**src/rtl/cam_pixel_capture.sv**
```systemverilog
// rtl/cam_pixel_capture.sv - RGB444 camera byte-pair capture into a linear frame buffer write port
//
// Ports:
//   clk        camera pixel clock, all logic on its rising edge
//   rstn       asynchronous active-low reset
//   cam_vsynk  camera VSYNC, high during vertical blank
//   cam_href   camera HREF, high while a line byte is on cam_data
//   cam_data   camera byte bus, two bytes per RGB444 pixel
//   WriteEn    one-cycle frame-buffer write strobe
//   WriteAdd   linear pixel address (line*H_ACTIVE + pixel), valid with WriteEn
//   WriteData  pixel {R[3:0],G[3:0],B[3:0]}, valid with WriteEn
//   FrameDone  one-cycle pulse when a complete, error-free frame closes
//   LineErr    per-frame sticky flag: some line length differed from H_ACTIVE
//   FrameErr   per-frame sticky flag: wrong pixel total or address overflow

module cam_pixel_capture #(
    parameter int H_ACTIVE = 640,
    parameter int V_ACTIVE = 480
) (
    input  logic        clk,
    input  logic        rstn,
    input  logic        cam_vsynk,
    input  logic        cam_href,
    input  logic [7:0]  cam_data,
    output logic        WriteEn,
    output logic [18:0] WriteAdd,
    output logic [11:0] WriteData,
    output logic        FrameDone,
    output logic        LineErr,
    output logic        FrameErr
);

    // Address counter holds H_ACTIVE*V_ACTIVE (up to 2^19), so it needs 20 bits.
    localparam logic [19:0] TOTAL_PIX = 20'(H_ACTIVE * V_ACTIVE);

    // Line counter saturates one past H_ACTIVE so an over-long line still mismatches.
    localparam int              LC_W     = $clog2(H_ACTIVE + 2);
    localparam logic [LC_W-1:0] LINE_LEN = LC_W'(H_ACTIVE);
    localparam logic [LC_W-1:0] LINE_SAT = LC_W'(H_ACTIVE + 1);

    typedef enum logic [1:0] {
        WAIT_SYNC,
        BLANK,
        LINE
    } state_t;

    state_t state_q;
    state_t state_d;

    // Registered camera pins and one-cycle-delayed copies for edge detection
    logic       vs_r;
    logic       vs_d;
    logic       hr_r;
    logic       hr_d;
    logic [7:0] data_r;

    logic            phase_q;
    logic [3:0]      red_q;
    logic [19:0]     pix_addr_q;
    logic [LC_W-1:0] line_cnt_q;
    logic            clr_pend_q;

    logic vs_rise;
    logic hr_rise;
    logic hr_fall;
    logic byte_valid;
    logic cur_phase;
    logic pixel_done;
    logic addr_full;
    logic do_write;
    logic line_end;
    logic frame_eval;
    logic frame_ok;

    assign vs_rise = vs_r & ~vs_d;
    assign hr_rise = hr_r & ~hr_d;
    assign hr_fall = ~hr_r & hr_d;

    always_ff @(posedge clk or negedge rstn) begin
        if (!rstn) begin
            vs_r   <= 1'b0;
            vs_d   <= 1'b0;
            hr_r   <= 1'b0;
            hr_d   <= 1'b0;
            data_r <= 8'd0;
        end else begin
            vs_r   <= cam_vsynk;
            vs_d   <= vs_r;
            hr_r   <= cam_href;
            hr_d   <= hr_r;
            data_r <= cam_data;
        end
    end

    always_ff @(posedge clk or negedge rstn) begin
        if (!rstn) begin
            state_q <= WAIT_SYNC;
        end else begin
            state_q <= state_d;
        end
    end

    always_comb begin
        state_d    = state_q;
        byte_valid = 1'b0;
        line_end   = 1'b0;
        // The byte that produces the href rising edge is always the first (phase 0) byte.
        cur_phase  = hr_rise ? 1'b0 : phase_q;

        case (state_q)
            WAIT_SYNC: begin
                state_d = WAIT_SYNC;
            end
            BLANK: begin
                // The first byte of a line arrives in the same cycle as the BLANK->LINE move.
                if (hr_rise && !vs_r) begin
                    state_d    = LINE;
                    byte_valid = 1'b1;
                end
            end
            LINE: begin
                if (hr_fall) begin
                    state_d  = BLANK;
                    line_end = 1'b1;
                end else begin
                    byte_valid = hr_r & ~vs_r;
                end
            end
            default: begin
                state_d = WAIT_SYNC;
            end
        endcase

        // A vsync rise restarts the frame from any state and overrides line handling.
        if (vs_rise) begin
            state_d    = BLANK;
            byte_valid = 1'b0;
            line_end   = 1'b0;
        end

        frame_eval = vs_rise && (state_q != WAIT_SYNC);
        frame_ok   = (pix_addr_q == TOTAL_PIX) && !LineErr && !FrameErr;
        pixel_done = byte_valid && cur_phase;
        addr_full  = (pix_addr_q >= TOTAL_PIX);
        do_write   = pixel_done && !addr_full;
    end

    always_ff @(posedge clk or negedge rstn) begin
        if (!rstn) begin
            phase_q    <= 1'b0;
            red_q      <= 4'd0;
            pix_addr_q <= 20'd0;
            line_cnt_q <= '0;
            clr_pend_q <= 1'b0;
            WriteEn    <= 1'b0;
            WriteAdd   <= 19'd0;
            WriteData  <= 12'd0;
            FrameDone  <= 1'b0;
            LineErr    <= 1'b0;
            FrameErr   <= 1'b0;
        end else begin
            WriteEn    <= do_write;
            FrameDone  <= frame_eval && frame_ok;
            // Error flags live for exactly one cycle past the frame evaluation.
            clr_pend_q <= frame_eval;

            if (vs_rise) begin
                phase_q <= 1'b0;
            end else if (byte_valid) begin
                phase_q <= ~cur_phase;
            end else if (hr_rise) begin
                phase_q <= 1'b0;
            end

            if (byte_valid && !cur_phase) begin
                red_q <= data_r[3:0];
            end

            if (vs_rise) begin
                pix_addr_q <= 20'd0;
            end else if (do_write) begin
                pix_addr_q <= pix_addr_q + 20'd1;
            end

            if (do_write) begin
                WriteAdd  <= pix_addr_q[18:0];
                WriteData <= {red_q, data_r};
            end

            // Overflowed pixels still count toward the line length.
            if (hr_rise) begin
                line_cnt_q <= '0;
            end else if (pixel_done && (line_cnt_q != LINE_SAT)) begin
                line_cnt_q <= line_cnt_q + LC_W'(1);
            end

            if (clr_pend_q) begin
                LineErr <= 1'b0;
            end else if (line_end && (line_cnt_q != LINE_LEN)) begin
                LineErr <= 1'b1;
            end

            if (clr_pend_q) begin
                FrameErr <= 1'b0;
            end else if ((frame_eval && !frame_ok) || (pixel_done && addr_full)) begin
                FrameErr <= 1'b1;
            end
        end
    end

endmodule

```
**config.mk**
```make
export PLATFORM = sky130hd
export DESIGN_NAME = cam_pixel_capture
export DESIGN_NICKNAME = d
export VERILOG_FILES = /design/src/rtl/cam_pixel_capture.sv
export SDC_FILE = /design/constraint.sdc
export NUM_CORES = 1
export LEC_CHECK = 0
export ABC_AREA = 1
export BUFFER_PORTS_ARGS = -buffer_cell sky130_fd_sc_hd__buf_2
export CORE_MARGIN = 2
export CORE_UTILIZATION = 57
export CTS_BUF_LIST = sky130_fd_sc_hd__clkbuf_16
export CTS_CLUSTER_SIZE = 16
export DETAILED_ROUTE_END_ITERATION = 8
export PLACE_DENSITY = 0.87
export SYNTH_ARGS = -nofsm -noshare
export SYNTH_HDL_FRONTEND = slang
export SYNTH_SLANG_ARGS = --single-unit
```
**constraint.sdc**
```tcl
create_clock -name clk -period 2.4 [get_ports clk]
set_input_delay 0.12 -clock clk [delete_from_list [all_inputs] [get_ports clk]]
set_output_delay 0.12 -clock clk [all_outputs]
set_load 0.005 [all_outputs]
```
# == Word level (Yosys, flattened, before mapping) ==
# Cells that the tools add are included.
# op_classes
n_mux,22
add_sub_neg,2
eq_ne,7
n_bitwise,9
n_reduce_logical,25
order_cmp,1
# ops
op,count
2-to-1 mux 20 bit,2
adder 20 x 1 -> 20 bit (second input constant),1
== test 20 x 19 -> 1 bit (second input constant),1
greater-or-equal comparator 20 x 19 -> 1 bit (second input constant),1
2-to-1 mux 10 bit,2
!= test 10 bit (second input constant),2
2-to-1 mux 1 bit,13
logical AND 1 bit,12
adder 10 x 1 -> 10 bit (second input constant),1
nonzero test 2 bit,5
zero test 1 bit,6
2-to-1 mux 2 bit,3
!= test 3 bit (second input constant),2
NOT 1 bit,5
bitwise AND 1 bit,4
one-hot mux 2 bit (2 select lines),1
== test 2 x 1 -> 1 bit (second input constant),1
== test 2 bit (second input constant),1
one-hot mux 1 bit (2 select lines),1
AND reduction 2 bit,1
logical OR 1 bit,1
# totals
in_bits,12
register_bits,85
wordCells,83
output_inout_bits,35

# == Logic depth before layout (Yosys ltp) ==
# Gate-level depths: netlist of run 1.
# depth
depth_word,11
ltp_mapped,13
depth_no_buf,11

# == Least setup slack after synthesis of run 1 ==
# OpenSTA, ideal clock, no wires.
# synth_timing
kind,register to register
from,register hr_d
to,register WriteAdd[10]
arrival_ns,1.758
setup_ns,0.130
required_ns,2.270
n_path_buf,2
path_slack_ns,0.512
path_stages_with_launch,10
period_less_slack_ns,1.888
cell_sequence,dfrtp_1 > nor2_2 > clkinv_1 > buf_2 > nand2_1 > inv_1 > ha_1 > nand3_2 > clkbuf_1 > o21ai_0
# synth_between
elab_chain_cells,8
word_cells_on_any_way,11
classes_between,mux: 5; bitwise: 3; reduce/logical: 3
# synth_rtl
item,line_no,rtl
"start, declared",54,logic hr_d;
"start signal, assigned",90,hr_d <= hr_r;
NOT 1 bit,76,assign hr_rise = hr_r & ~hr_d;
bitwise AND 1 bit,76,
logical AND 1 bit,116,if (hr_rise && !vs_r) begin
2-to-1 mux 1 bit,116,
one-hot mux 1 bit (2 select lines),110,case (state_q)
2-to-1 mux 1 bit,135,if (vs_rise) begin
logical AND 1 bit *,143,pixel_done = byte_valid && cur_phase;
logical AND 1 bit *,145,do_write = pixel_done && !addr_full;
"end signal, assigned",186,WriteAdd <= pix_addr_q[18:0];
"end, declared",26,"output logic [18:0] WriteAdd,"
# Every way passes the cells marked *; elsewhere a longest branch is shown, timed or not.
# A chain may end at the register's enable or synchronous reset.

# == Worst setup path in the final report of run 1 ==
# layout_timing
from,register state_q[1]
to,register WriteData[6]
# layout_between
elab_chain_cells,5
word_cells_on_any_way,6
classes_between,eq/ne: 2; mux: 2; reduce/logical: 2
# layout_rtl
item,line_no,rtl
"start, declared",47,state_t state_q;
"start signal, assigned",99,state_q <= state_d;
== test 2 bit / == test 2 x 1 -> 1 bit (equally long branches),110,
one-hot mux 1 bit (2 select lines) *,110,
2-to-1 mux 1 bit *,135,
logical AND 1 bit *,143,
logical AND 1 bit *,145,
"end signal, assigned",187,"WriteData <= {red_q, data_r};"
"end, declared",27,"output logic [11:0] WriteData,"
# Marked as above.

==> results of run 1 <==
## repair_timing
| item | CTS | global route |
|---|---|---|
| endpoints found under the setup margin | 0 | 15 |
| gates resized for setup | 0 | 1 |
| endpoints found under the hold margin | 95 | 0 |
| buffers inserted | 0 | 0 |
| hold buffers | 11 | 0 |
## Yosys cell counts (2+ instances only)
library cell	number	area share, %
nand2_1	155	15
nor3_1	8	1.0
nand3_1	35	4.4
nor2_1	50	4.7
dfrtp_1	85	54
a21oi_1	9	1.1
inv_1	40	3.8
buf_6	3	0.85
nand4_1	10	1.6
ha_1	11	3.5
buf_2	6	0.76
o21ai_1	11	1.4
o21ai_0	25	3.2
inv_2	4	0.38
xor2_1	11	2.4
nor2_2	2	0.32
## placed cells by master, fill, tap and decap left out, drive strengths merged
cell / count
dfrtp: 85
nand4: 10
nand3b: 1
nor3: 8
xnor2: 1
ha: 11
clkbuf: 9
nand3: 36
or2: 1
o21bai: 1
nor2: 53
buf: 51
o21ai: 36
inv: 47
a21oi: 10
xor2: 11
dlygate4sd3: 11
nand2: 156
clkinv: 5
## metal layers
| metal | track usage [%] | vias to the layer above |
|---|---|---|
| li1 | - | 1631 |
| met5 | 0 | - |
| met3 | 5.02 | 28 |
| met2 | 41.4 | 116 |
| met4 | 13.0 | 0 |
| met1 | 30.3 | 1592 |
## flip-flops by register name (all words and copies together), names as in the netlist, 2 cells and up
name and cells:
WriteData 12, line_cnt_q 10, WriteAdd 19, red_q 4, pix_addr_q 20, state_q 2
data_r 8
## logic make-up after synthesis
| kind of cell | count (synthesis) |
|---|---|
| and+or+nand+nor | 265 |
| AOI/OAI and AO/OA | 47 |
| adders and majority gates | 11 |
| buffers and inverters | 57 |
| xor gates and xnor gates | 12 |
| DFF | 85 |
## power by group through the flow
stage	combinational (mW)	sequential, mW	clock, mW
2_1_floorplan	0.249	1.68	0
3_3_place_gp	0.419	1.68	0
3_5_place_dp	0.453	1.69	0
4_1_cts	0.474	1.67	1.39
5_1_grt	0.532	1.68	1.46
6_report	0.470	1.67	1.38
## cell type report
cell class | instances | area (um^2) | share of cell area (%)
clock buffers | 9 | 225 | 4.81
flip-flops and latches | 85 | 2130 | 45.4
multi-input cells | 335 | 1590 | 34.0
clock inverters | 7 | 76.3 | 1.63
inverters | 45 | 169 | 3.61
repair buffers | 62 | 393 | 8.39
well taps | 80 | 100 | 2.14
## worst min path at each step
stage               slack (ns)  cells past startpoint                      end
finish                    0.33                      3  WriteAdd[4]$_DFFE_PN0P_
global route              0.39                      3  WriteAdd[4]$_DFFE_PN0P_
CTS                       0.37                      3  WriteAdd[4]$_DFFE_PN0P_
detailed placement        0.18                      2  WriteAdd[4]$_DFFE_PN0P_
global placement          0.18                      2  WriteAdd[4]$_DFFE_PN0P_
floorplan                -0.18                      0      FrameDone$_DFF_PN0_
## worst min-delay path, stage by stage
cell           delay [ns]
dlygate4sd3_1        0.52
buf_4                0.11
buf_12               0.34
==> metrics.csv, run 1 <==
metric,value,unit
Sw Pwr,1.01,mW
Ys Warns,0,
Leak,2.40,nW
row cnt,30,
Post-synth EDFFs,0,
I/O Pins,47,
vias in the first global route,3280,
Longest Clk Path Bufs,2,
Slew HR,70.2,%
Worst R2R Path Depth,10,
Final WS setup,0.273,ns
largest net degree at the start of global routing,86,
RR Startpoint,state_q[1]$_DFFE_PN0P_,
number of antenna violations at the first check in global routing,0,
CTS sink count,85,
TritonCTS clock tree,yes,
Final period util,88.6,%
worst-path fanout max,12,
register area share after synthesis,53.7,%
Util after Layout,69.3,%
Final ANT Viol Nets,0,
WL/cell,14.3,um
simple-gate share of the synthesized area,27.8,%
final wirelength,8.91,mm
DP Wirelength,5.99,mm
Max Used Layer,met4,
CP endpoint,WriteData[6]$_DFFE_PN0P_,
FF-to-FF setup slack,0.27,ns
CP Launch Point,state_q[1]$_DFFE_PN0P_,
adder-cell share of the synthesized area,3.48,%
met3 routed WL,477,um
final hold vios,0,
Final Total Pwr,3.51,mW
Tot GR Track Use,24.8,%
Mean Syn Cell Area,8.30,um^2
Finished Cell Area,4680,um^2
Max VDD drop,0.566,mV
Net Sw Frac,28.6,%
Post-Synth XOR/XNOR Area,2.65,%
worst-skew pair later-pin latency,0.34,ns
Least-Margin Pin Slew,0.447,ns
Critical Path Slowest Stage Cell,dfrtp_1,
root buffer cell,clkbuf_16,
status,completed,
Final #Nets,561,
first-pass GRT wire length,14.7,mm
core area,6760,um^2
Internal,2.51,mW
Ant. Diodes,0,
Bufs and invs on worst path,3,
worst r2r dst,WriteData[6]$_DFFE_PN0P_,
final slew viol count,0,
CP Capture Type,flop,
Most common cell on crit path,nand2_1,
CP arrival,2.41,ns
Hold Path Class,in -> async,
Placement Cell Area,4260,um^2
Post-Syn Instances,477,
syn_nets,500,
post-synth cell types,28,
min cycle time layout,2.13,ns
slowest cell delay on critical path,0.37,ns
# fillers,504,
count of max-cap constraint violations,0,
# setup viols final,0,
clk_skew,0.0111,ns
multiplexer share of the synthesized area,0,%
Crit path depth,10,
die width,87.4,um
Achievable Freq,470,MHz
GRT overflow,0,
critical path class,reg -> reg,
mapped cell area,3960,um^2
H-tree Lvls,3,
largest family of logic cells by synthesized area,simple AND/OR/NAND/NOR gates,
die area,7630,um^2
vias per cell,5.40,
worst-path cell chain,inv_1 -> ha_1 -> nand2_1 -> a21oi_1 -> ha_1 -> inv_1 -> nor2_4 -> buf_4 -> nand2_1 -> nand2_1,
async set or reset register ratio after synthesis,100,%
Final GP Congestion,0.969,
met1 wire length,3.76,mm
drt first-iter violations,370,
dpl cells,596,
"flops & latches, synth",85,
Die H,87.4,um
top_reg_cell synth,dfrtp_1,
RSZ-0062 raised after global routing,no,
Post-Layout Cell Count,623,
area grow syn2layout,18.2,%
Clock transition at path regs,0.07,ns
share of layout cells above drive strength 1,14.4,%
clock share of power,39.1,%
CTS buffer count,9,
Final Hold Slack,0.331,ns
pwr/cell area,751,nW/um^2
crit start category,flop,
Synth Area in Compound Gates,6.10,%
Worst Path Required,2.68,ns
metal2 WL,4.43,mm
vias,3367,
dpl ws,0.100,ns
Initial Util,58.6,%
Top delay family on crit path,adder cells,
input/output buffers,46,
combinational power share,13.4,%
first-pass detailed-route iteration total,6,
setup tns final,0,ns
part of the power in registers,47.5,%
DRC Markers,0,
(Power assumes the default switching activity.)
==> run 2, diff against run 1 <==
--- a/config.mk
+++ b/config.mk
@@ -7,12 +7,15 @@
 export LEC_CHECK = 0
 export ABC_AREA = 1
 export BUFFER_PORTS_ARGS = -buffer_cell sky130_fd_sc_hd__buf_2
+export CELL_PAD_IN_SITES_DETAIL_PLACEMENT = 1
+export CELL_PAD_IN_SITES_GLOBAL_PLACEMENT = 1
 export CORE_MARGIN = 2
-export CORE_UTILIZATION = 57
+export CORE_UTILIZATION = 43
 export CTS_BUF_LIST = sky130_fd_sc_hd__clkbuf_16
-export CTS_CLUSTER_SIZE = 16
+export CTS_CLUSTER_SIZE = 25
 export DETAILED_ROUTE_END_ITERATION = 8
-export PLACE_DENSITY = 0.87
+export PLACE_DENSITY = 0.88
+export SLEW_MARGIN = 20
 export SYNTH_ARGS = -nofsm -noshare
 export SYNTH_HDL_FRONTEND = slang
 export SYNTH_SLANG_ARGS = --single-unit
==> run 2 against run 1 <==
- core utilization decreased by 17 points
- maximum frequency decreased by 3.2%
- die area increased by 31%
- power increased by 3.8%
- cell count increased by 5.3%
- sequential power about the same
- flip-flop and latch count unchanged
- sequential share of layout area decreased by 0.66 points
- combinational power increased by 6.0%
- first-iteration DRC count decreased by 55%
- largest cell class unchanged
- register-to-register slack got worse by 0.07 ns
- critical endpoint is now WriteAdd[11]$_DFFE_PN0P_
==> metrics.csv, run 2 (synthesis gave the netlist of run 1 again) <==
metric,value,unit,change
"commonest non-fill, non-tap cell in the layout",nand2_1,,
final hold vios,0,,unchanged
Final GP Congestion,0.927,,-4.3%
# setup viols final,0,,unchanged
Tot GR Track Use,23.9,%,-0.89 points
biggest regs,"pix_addr_q: 20 flops, WriteAdd: 19 flops, WriteData: 12 flops",,
Final Hold Slack,0.372,ns,+0.0409 ns
vias per cell,5.29,,-2.2%
Worst Path Required,2.67,ns,about the same
area grow syn2layout,19.9,%,
Largest Register,pix_addr_q,,
Die H,100,um,+14%
Initial Util,43.7,%,-15 points
number of antenna violations at the first check in global routing,0,,unchanged
vias in the first global route,3740,,+14%
first-pass detailed-route iteration total,4,,-2
Longest Clk Path Bufs,2,,unchanged
H-tree Lvls,3,,unchanged
CP arrival,2.47,ns,+0.06 ns
vias,3469,,+3.0%
die width,100,um,+14%
DRC Markers,0,,unchanged
clk_skew,0.0117,ns,+0.000689 ns
DP Wirelength,7.41,mm,+24%
root buffer cell,clkbuf_16,,
TritonCTS clock tree,yes,,
status,completed,,
Slew HR,70.1,%,-0.097 points
worst-skew pair later-pin latency,0.34,ns,about the same
WL/cell,17.0,um,+19%
drt first-iter violations,165,,-55%
Final #Nets,563,,+0.36%
GRT overflow,0,,unchanged
Final period util,91.6,%,+2.9 points
Clock transition at path regs,0.07,ns,about the same
CP Capture Type,flop,,
min cycle time layout,2.20,ns,+0.0708 ns
Post-CTS Setup Bufs,0,,unchanged
Leak,2.41,nW,+0.57%
core area,9060,um^2,+34%
# fillers,1130,,+120%
Multi-input gate area,1590,um^2,unchanged
die area,9990,um^2,+31%
setup tns final,0,ns,unchanged
max FFs per register,20,,unchanged
I/O Pins,47,,unchanged
Ant. Diodes,0,,unchanged
Hold Path Class,in -> async,,
CTS sink count,85,,unchanged
critical path class,reg -> reg,,
Final ANT Viol Nets,0,,unchanged
crit start category,flop,,
final wirelength,11.2,mm,+25%
final slew viol count,0,,unchanged
input/output buffers,46,,unchanged
CP Launch Point,state_q[0]$_DFFE_PN0P_,,
Least-Margin Pin Slew,0.447,ns,+0.000377 ns
first-pass GRT wire length,18.5,mm,+26%
FF+latch area,2130,um^2,unchanged
Max VDD drop,0.331,mV,-42%
row cnt,35,,+17%
share of layout cells above drive strength 1,14.7,%,+0.31 points
count of max-cap constraint violations,0,,unchanged
Achievable Freq,455,MHz,-3.2%
worst-path fanout max,10,,-2
most frequent cells in the layout,"155 x nand2_1, 85 x dfrtp_1, 50 x nor2_1",,
pwr/cell area,768,nW/um^2,+2.3%
CTS buffer count,9,,unchanged
largest net degree at the start of global routing,86,,unchanged
RR Startpoint,state_q[0]$_DFFE_PN0P_,,
RSZ-0062 raised after global routing,no,,
## run 2: cell types whose count changed in the layout (fill, tap and decap cells not counted)
cell / before / now
buf_4: 5 / 7
bufinv_16: 0 / 1
clkinv_4: 3 / 1
clkinvlp_4: 0 / 1
inv_6: 0 / 2
inv_8: 3 / 1
## run 2: power breakdown
group / switching (mW) / total [mW] / internal, mW
sequential: 0.0894 / 1.67 / 1.58
clock: 0.649 / 1.48 / 0.833
combinational: 0.303 / 0.498 / 0.195
total: 1.04 / 3.65 / 2.61
## run 2: through the flow
stage	worst slack (ns)	instances	power, mW	instance area (um^2)	utilization [%]
after floorplan	0.512	477	1.93	3960	-
after global placement	0.314	629	2.11	4320	47.6
after detailed placement	0.133	629	2.17	4320	47.6
after CTS	0.0903	656	3.67	4740	52.3
after global routing	0.0331	656	3.81	4750	52.4
final	0.202	656	3.65	4750	52.4
## run 2: worst paths after layout
check                      depth (start not counted)  slack, ns                         end
hold / removal                                     3       0.37     WriteAdd[2]$_DFFE_PN0P_
min in group clk                                   0       0.38              vs_d$_DFF_PN0_
setup / recovery                                  10       0.20    WriteAdd[11]$_DFFE_PN0P_
max in group asynchronous                          3       1.69  pix_addr_q[14]$_DFFE_PN0P_
hold reg to reg                                    0       0.38              vs_d$_DFF_PN0_
setup reg to reg                                  10       0.20    WriteAdd[11]$_DFFE_PN0P_
## run 2: area by class of cell
type	count	area share, %
inverter	45	3.56
sequential	85	44.8
tap	111	2.92
clock buffer	9	4.74
timing repair buffer	64	8.59
clock inverter	7	1.92
multi-input combinational	335	33.5
## run 2: repair_timing
action	in CTS	in global routing
endpoints found under the hold margin	95	0
hold buffers	11	0
setup endpoints to repair	0	10
resized for setup	0	1
## run 2: critical path, stage by stage, from the launching register on
cell and delay, ns:
dfrtp_1 0.40, inv_1 0.10, ha_1 0.29, nand2_1 0.06, a21oi_1 0.20, ha_1 0.26, inv_1 0.09, nor2_4 0.29
buf_4 0.24, nand2_1 0.07, nand2_1 0.13
## run 2: metal layers
| layer | global-route usage, % | up-vias | wire length [um] |
|---|---|---|---|
| li1 | - | 1633 | - |
| met1 | 28.4 | 1743 | 4640 |
| met2 | 43.1 | 74 | 5820 |
| met3 | 4.81 | 19 | 435 |
| met4 | 8.54 | 0 | 271 |
| met5 | 0 | - | 0 |
==> run 3, diff against run 2 <==
--- a/config.mk
+++ b/config.mk
@@ -5,16 +5,16 @@
 export SDC_FILE = /design/constraint.sdc
 export NUM_CORES = 1
 export LEC_CHECK = 0
-export ABC_AREA = 1
+export ABC_AREA = 0
 export BUFFER_PORTS_ARGS = -buffer_cell sky130_fd_sc_hd__buf_2
 export CELL_PAD_IN_SITES_DETAIL_PLACEMENT = 1
 export CELL_PAD_IN_SITES_GLOBAL_PLACEMENT = 1
 export CORE_MARGIN = 2
-export CORE_UTILIZATION = 43
+export CORE_UTILIZATION = 46
 export CTS_BUF_LIST = sky130_fd_sc_hd__clkbuf_16
 export CTS_CLUSTER_SIZE = 25
 export DETAILED_ROUTE_END_ITERATION = 8
-export PLACE_DENSITY = 0.88
+export PLACE_DENSITY = 0.79
 export SLEW_MARGIN = 20
 export SYNTH_ARGS = -nofsm -noshare
 export SYNTH_HDL_FRONTEND = slang
==> run 3 against run 2 <==
- worst hold slack got worse by 0.090 ns
- first-iteration DRC count rose by 23%
- register-to-register slack got worse by 0.20 ns
- die area fell by 12%
- synthesized cell count fell by 33%
- maximum frequency fell by 8.4%
- clock power fell by 6%
- final area rose by 0.21%
- worst setup slack got worse by 0.20 ns
- via count fell by 16%
- clock skew fell by 0.0046 ns
- non-clock buffer count rose by 20
- largest cell class unchanged
==> metrics.csv, run 3 <==
metric,value,unit,change
status,completed,,
first-pass GRT wire length,15.3,mm,-18%
Ys Warns,0,,unchanged
CTS buffer count,9,,unchanged
Final ANT Viol Nets,0,,unchanged
min cycle time layout,2.40,ns,+0.201 ns
Least-Margin Pin Slew,0.671,ns,+0.223 ns
root buffer cell,clkbuf_16,,
GRT overflow,0,,unchanged
simple-gate share of the synthesized area,14.8,%,-13 points
Slew HR,55.0,%,-15 points
Mean Syn Cell Area,11.5,um^2,+39%
TritonCTS clock tree,yes,,
biggest regs,"pix_addr_q: 20 flops, WriteAdd: 19 flops, WriteData: 12 flops",,
final hold vios,0,,unchanged
Final #Nets,427,,-24%
CTS sink count,85,,unchanged
die width,93.8,um,-6.2%
# setup viols final,0,,unchanged
worst-path fanout max,5,,-5
Longest Clk Path Bufs,2,,unchanged
Worst Path Required,2.61,ns,-0.06 ns
Max VDD drop,0.400,mV,+21%
WL/cell,19.8,um,+17%
largest net degree at the start of global routing,39,,-55%
most common cell in the netlist,dfrtp_1,,
RR Startpoint,state_q[1]$_DFFE_PN0P_,,
I/O Pins,47,,unchanged
Bufs and invs on worst path,2,,-1
CP Capture Type,flop,,
critical path class,reg -> reg,,
area grow syn2layout,28.4,%,
commonest cells in the netlist,"85 x dfrtp_1, 30 x mux2_2, 19 x a21oi_1, 18 x nand2_1, 18 x nor2_1",,
pwr/cell area,739,nW/um^2,-3.8%
clk_skew,0.00717,ns,-0.00457 ns
largest family of logic cells by synthesized area,simple AND/OR/NAND/NOR gates,,
drt first-iter violations,203,,+23%
input/output buffers,46,,unchanged
multiplexer share of the synthesized area,9.66,%,+9.7 points
Achievable Freq,417,MHz,-8.4%
register area share after synthesis,57.4,%,+3.7 points
Post-Synth XOR/XNOR Area,1.65,%,-1.0 points
Largest Register,pix_addr_q,,
most frequent cells in the layout,"85 x dfrtp_1, 45 x buf_2, 30 x mux2_2",,
number of antenna violations at the first check in global routing,0,,unchanged
count of max-cap constraint violations,0,,unchanged
adder-cell share of the synthesized area,3.71,%,+0.24 points
row cnt,32,,-8.6%
Post-Syn Instances,321,,-33%
core area,7770,um^2,-14%
max FFs per register,20,,unchanged
top_reg_cell synth,dfrtp_1,,
Synth Area in Compound Gates,9.76,%,+3.7 points
Final Total Pwr,3.52,mW,-3.6%
slowest cell delay on critical path,0.43,ns,+0.03 ns
Yosys top cell area share,57.4,%,+3.7 points
Worst R2R Path Depth,10,,unchanged
worst-skew pair later-pin latency,0.34,ns,about the same
Hold Path Class,in -> async,,
Clock transition at path regs,0.07,ns,about the same
Initial Util,47.7,%,+4.0 points
worst r2r dst,pix_addr_q[5]$_DFFE_PN0P_,,
vias in the first global route,3009,,-20%
final slew viol count,0,,unchanged
post-synth cell types,44,,+57%
"top cells by area, synth","dfrtp_1 57%, mux2_2 9.1%, ha_1 3.7%",,
Top delay family on crit path,compound AO/OA/AOI/OAI gates,,
CP arrival,2.61,ns,+0.14 ns
"area leader, netlist",dfrtp_1,,
DP Wirelength,6.00,mm,-19%
Die H,93.8,um,-6.2%
setup tns final,0,ns,unchanged
FF-to-FF setup slack,0.001,ns,-0.20 ns
Final period util,100,%,+8.4 points
crit start category,flop,,
Ant. Diodes,0,,unchanged
mapped cell area,3710,um^2,-6.4%
H-tree Lvls,3,,unchanged
Post-synth EDFFs,0,,unchanged
"commonest non-fill, non-tap cell in the layout",dfrtp_1,,
vias per cell,5.73,,+8.3%
Tot GR Track Use,22.6,%,-1.3 points
Leak,2.28,nW,-5.6%
async set or reset register ratio after synthesis,100,%,unchanged
Critical Path Slowest Stage Cell,a311o_2,,
"flops & latches, synth",85,,unchanged
Final GP Congestion,0.796,,-14%
vias,2926,,-16%
first-pass detailed-route iteration total,4,,unchanged
final wirelength,10.1,mm,-9.2%
syn_nets,344,,-31%
die area,8790,um^2,-12%
DRC Markers,0,,unchanged
share of layout cells above drive strength 1,35.5,%,+21 points
worst-path cell chain,inv_2 -> ha_4 -> a21oi_1 -> nor3_2 -> ha_2 -> nand2b_4 -> a311o_2 -> buf_6 -> o31ai_1 -> a21oi_2,,
RSZ-0062 raised after global routing,yes,,
Util after Layout,61.3,%,+8.9 points
==> run 3: area by class of cell <==
| type | count | area, um^2 |
|---|---|---|
| fill | 830 | 3010 |
| sequential | 85 | 2130 |
| multi-input combinational | 209 | 1590 |
| timing repair buffer | 84 | 561 |
| clock buffer | 9 | 225 |
| tap | 102 | 128 |
| clock inverter | 7 | 73.8 |
| inverter | 15 | 56.3 |
==> run 3: worst max-delay path by stage <==
stage / cells past startpoint / from / to / slack [ns]
5_1_grt: 11 / state_q[0]$_DFFE_PN0P_ / pix_addr_q[16]$_DFFE_PN0P_ / -0.1
4_1_cts: 9 / state_q[1]$_DFFE_PN0P_ / pix_addr_q[5]$_DFFE_PN0P_ / 0.001
6_report: 10 / state_q[1]$_DFFE_PN0P_ / pix_addr_q[5]$_DFFE_PN0P_ / 0.001
3_3_place_gp: 9 / state_q[0]$_DFFE_PN0P_ / pix_addr_q[5]$_DFFE_PN0P_ / 0.05
3_5_place_dp: 9 / state_q[0]$_DFFE_PN0P_ / pix_addr_q[5]$_DFFE_PN0P_ / -0.07
2_1_floorplan: 10 / state_q[1]$_DFFE_PN0P_ / pix_addr_q[16]$_DFFE_PN0P_ / 0.08
==> run 3: logic make-up after synthesis <==
kind of cell | count (synthesis)
compound gates | 57
xor+xnor | 7
fa+ha+maj | 11
buf+inv | 28
flops | 85
mux | 32
simple gates | 101
==> run 3: power by group <==
part           switching (mW)  internal (mW)  total [mW]
sequential             0.0832           1.54        1.63
combinational           0.248          0.249       0.498
clock                   0.583          0.812        1.39
total                   0.915           2.60        3.52
==> run 3: routing by layer <==
layer	vias to the layer above	GRT usage, %	wire length, um
li1	1337	-	-
met1	1516	27.9	4190
met2	58	39.3	5510
met3	15	4.33	294
met4	0	8.45	146
met5	-	0	0
==> run 3: worst reg2reg max path, stage by stage (launching register included) <==
cell and delay (ns):
dfrtp_1 0.39, inv_2 0.13, ha_4 0.15, a21oi_1 0.08, nor3_2 0.21, ha_2 0.26, nand2b_4 0.07, a311o_2 0.43
buf_6 0.15, o31ai_1 0.31, a21oi_2 0.09
==> run 3: what timing repair did <==
action,4_1_cts,5_1_grt
buffers inserted,3,9
setup endpoints to repair,30,33
hold buffers,11,0
pin swaps,2,6
resized for setup,3,26
gates cloned,0,1
endpoints found under the hold margin,46,0
==> run 3: through the flow <==
step | worst slack [ns] | std cells | hold slack [ns] | instance area, um^2
4_1_cts | 0.00111 | 501 | 0.304 | 4570
5_1_grt | -0.0985 | 511 | 0.325 | 4760
6_report | 0.00107 | 511 | 0.282 | 4760
3_3_place_gp | 0.0483 | 471 | 0.113 | 4130
2_1_floorplan | 0.0795 | 321 | -0.176 | 3720
3_5_place_dp | -0.0743 | 471 | 0.120 | 4130
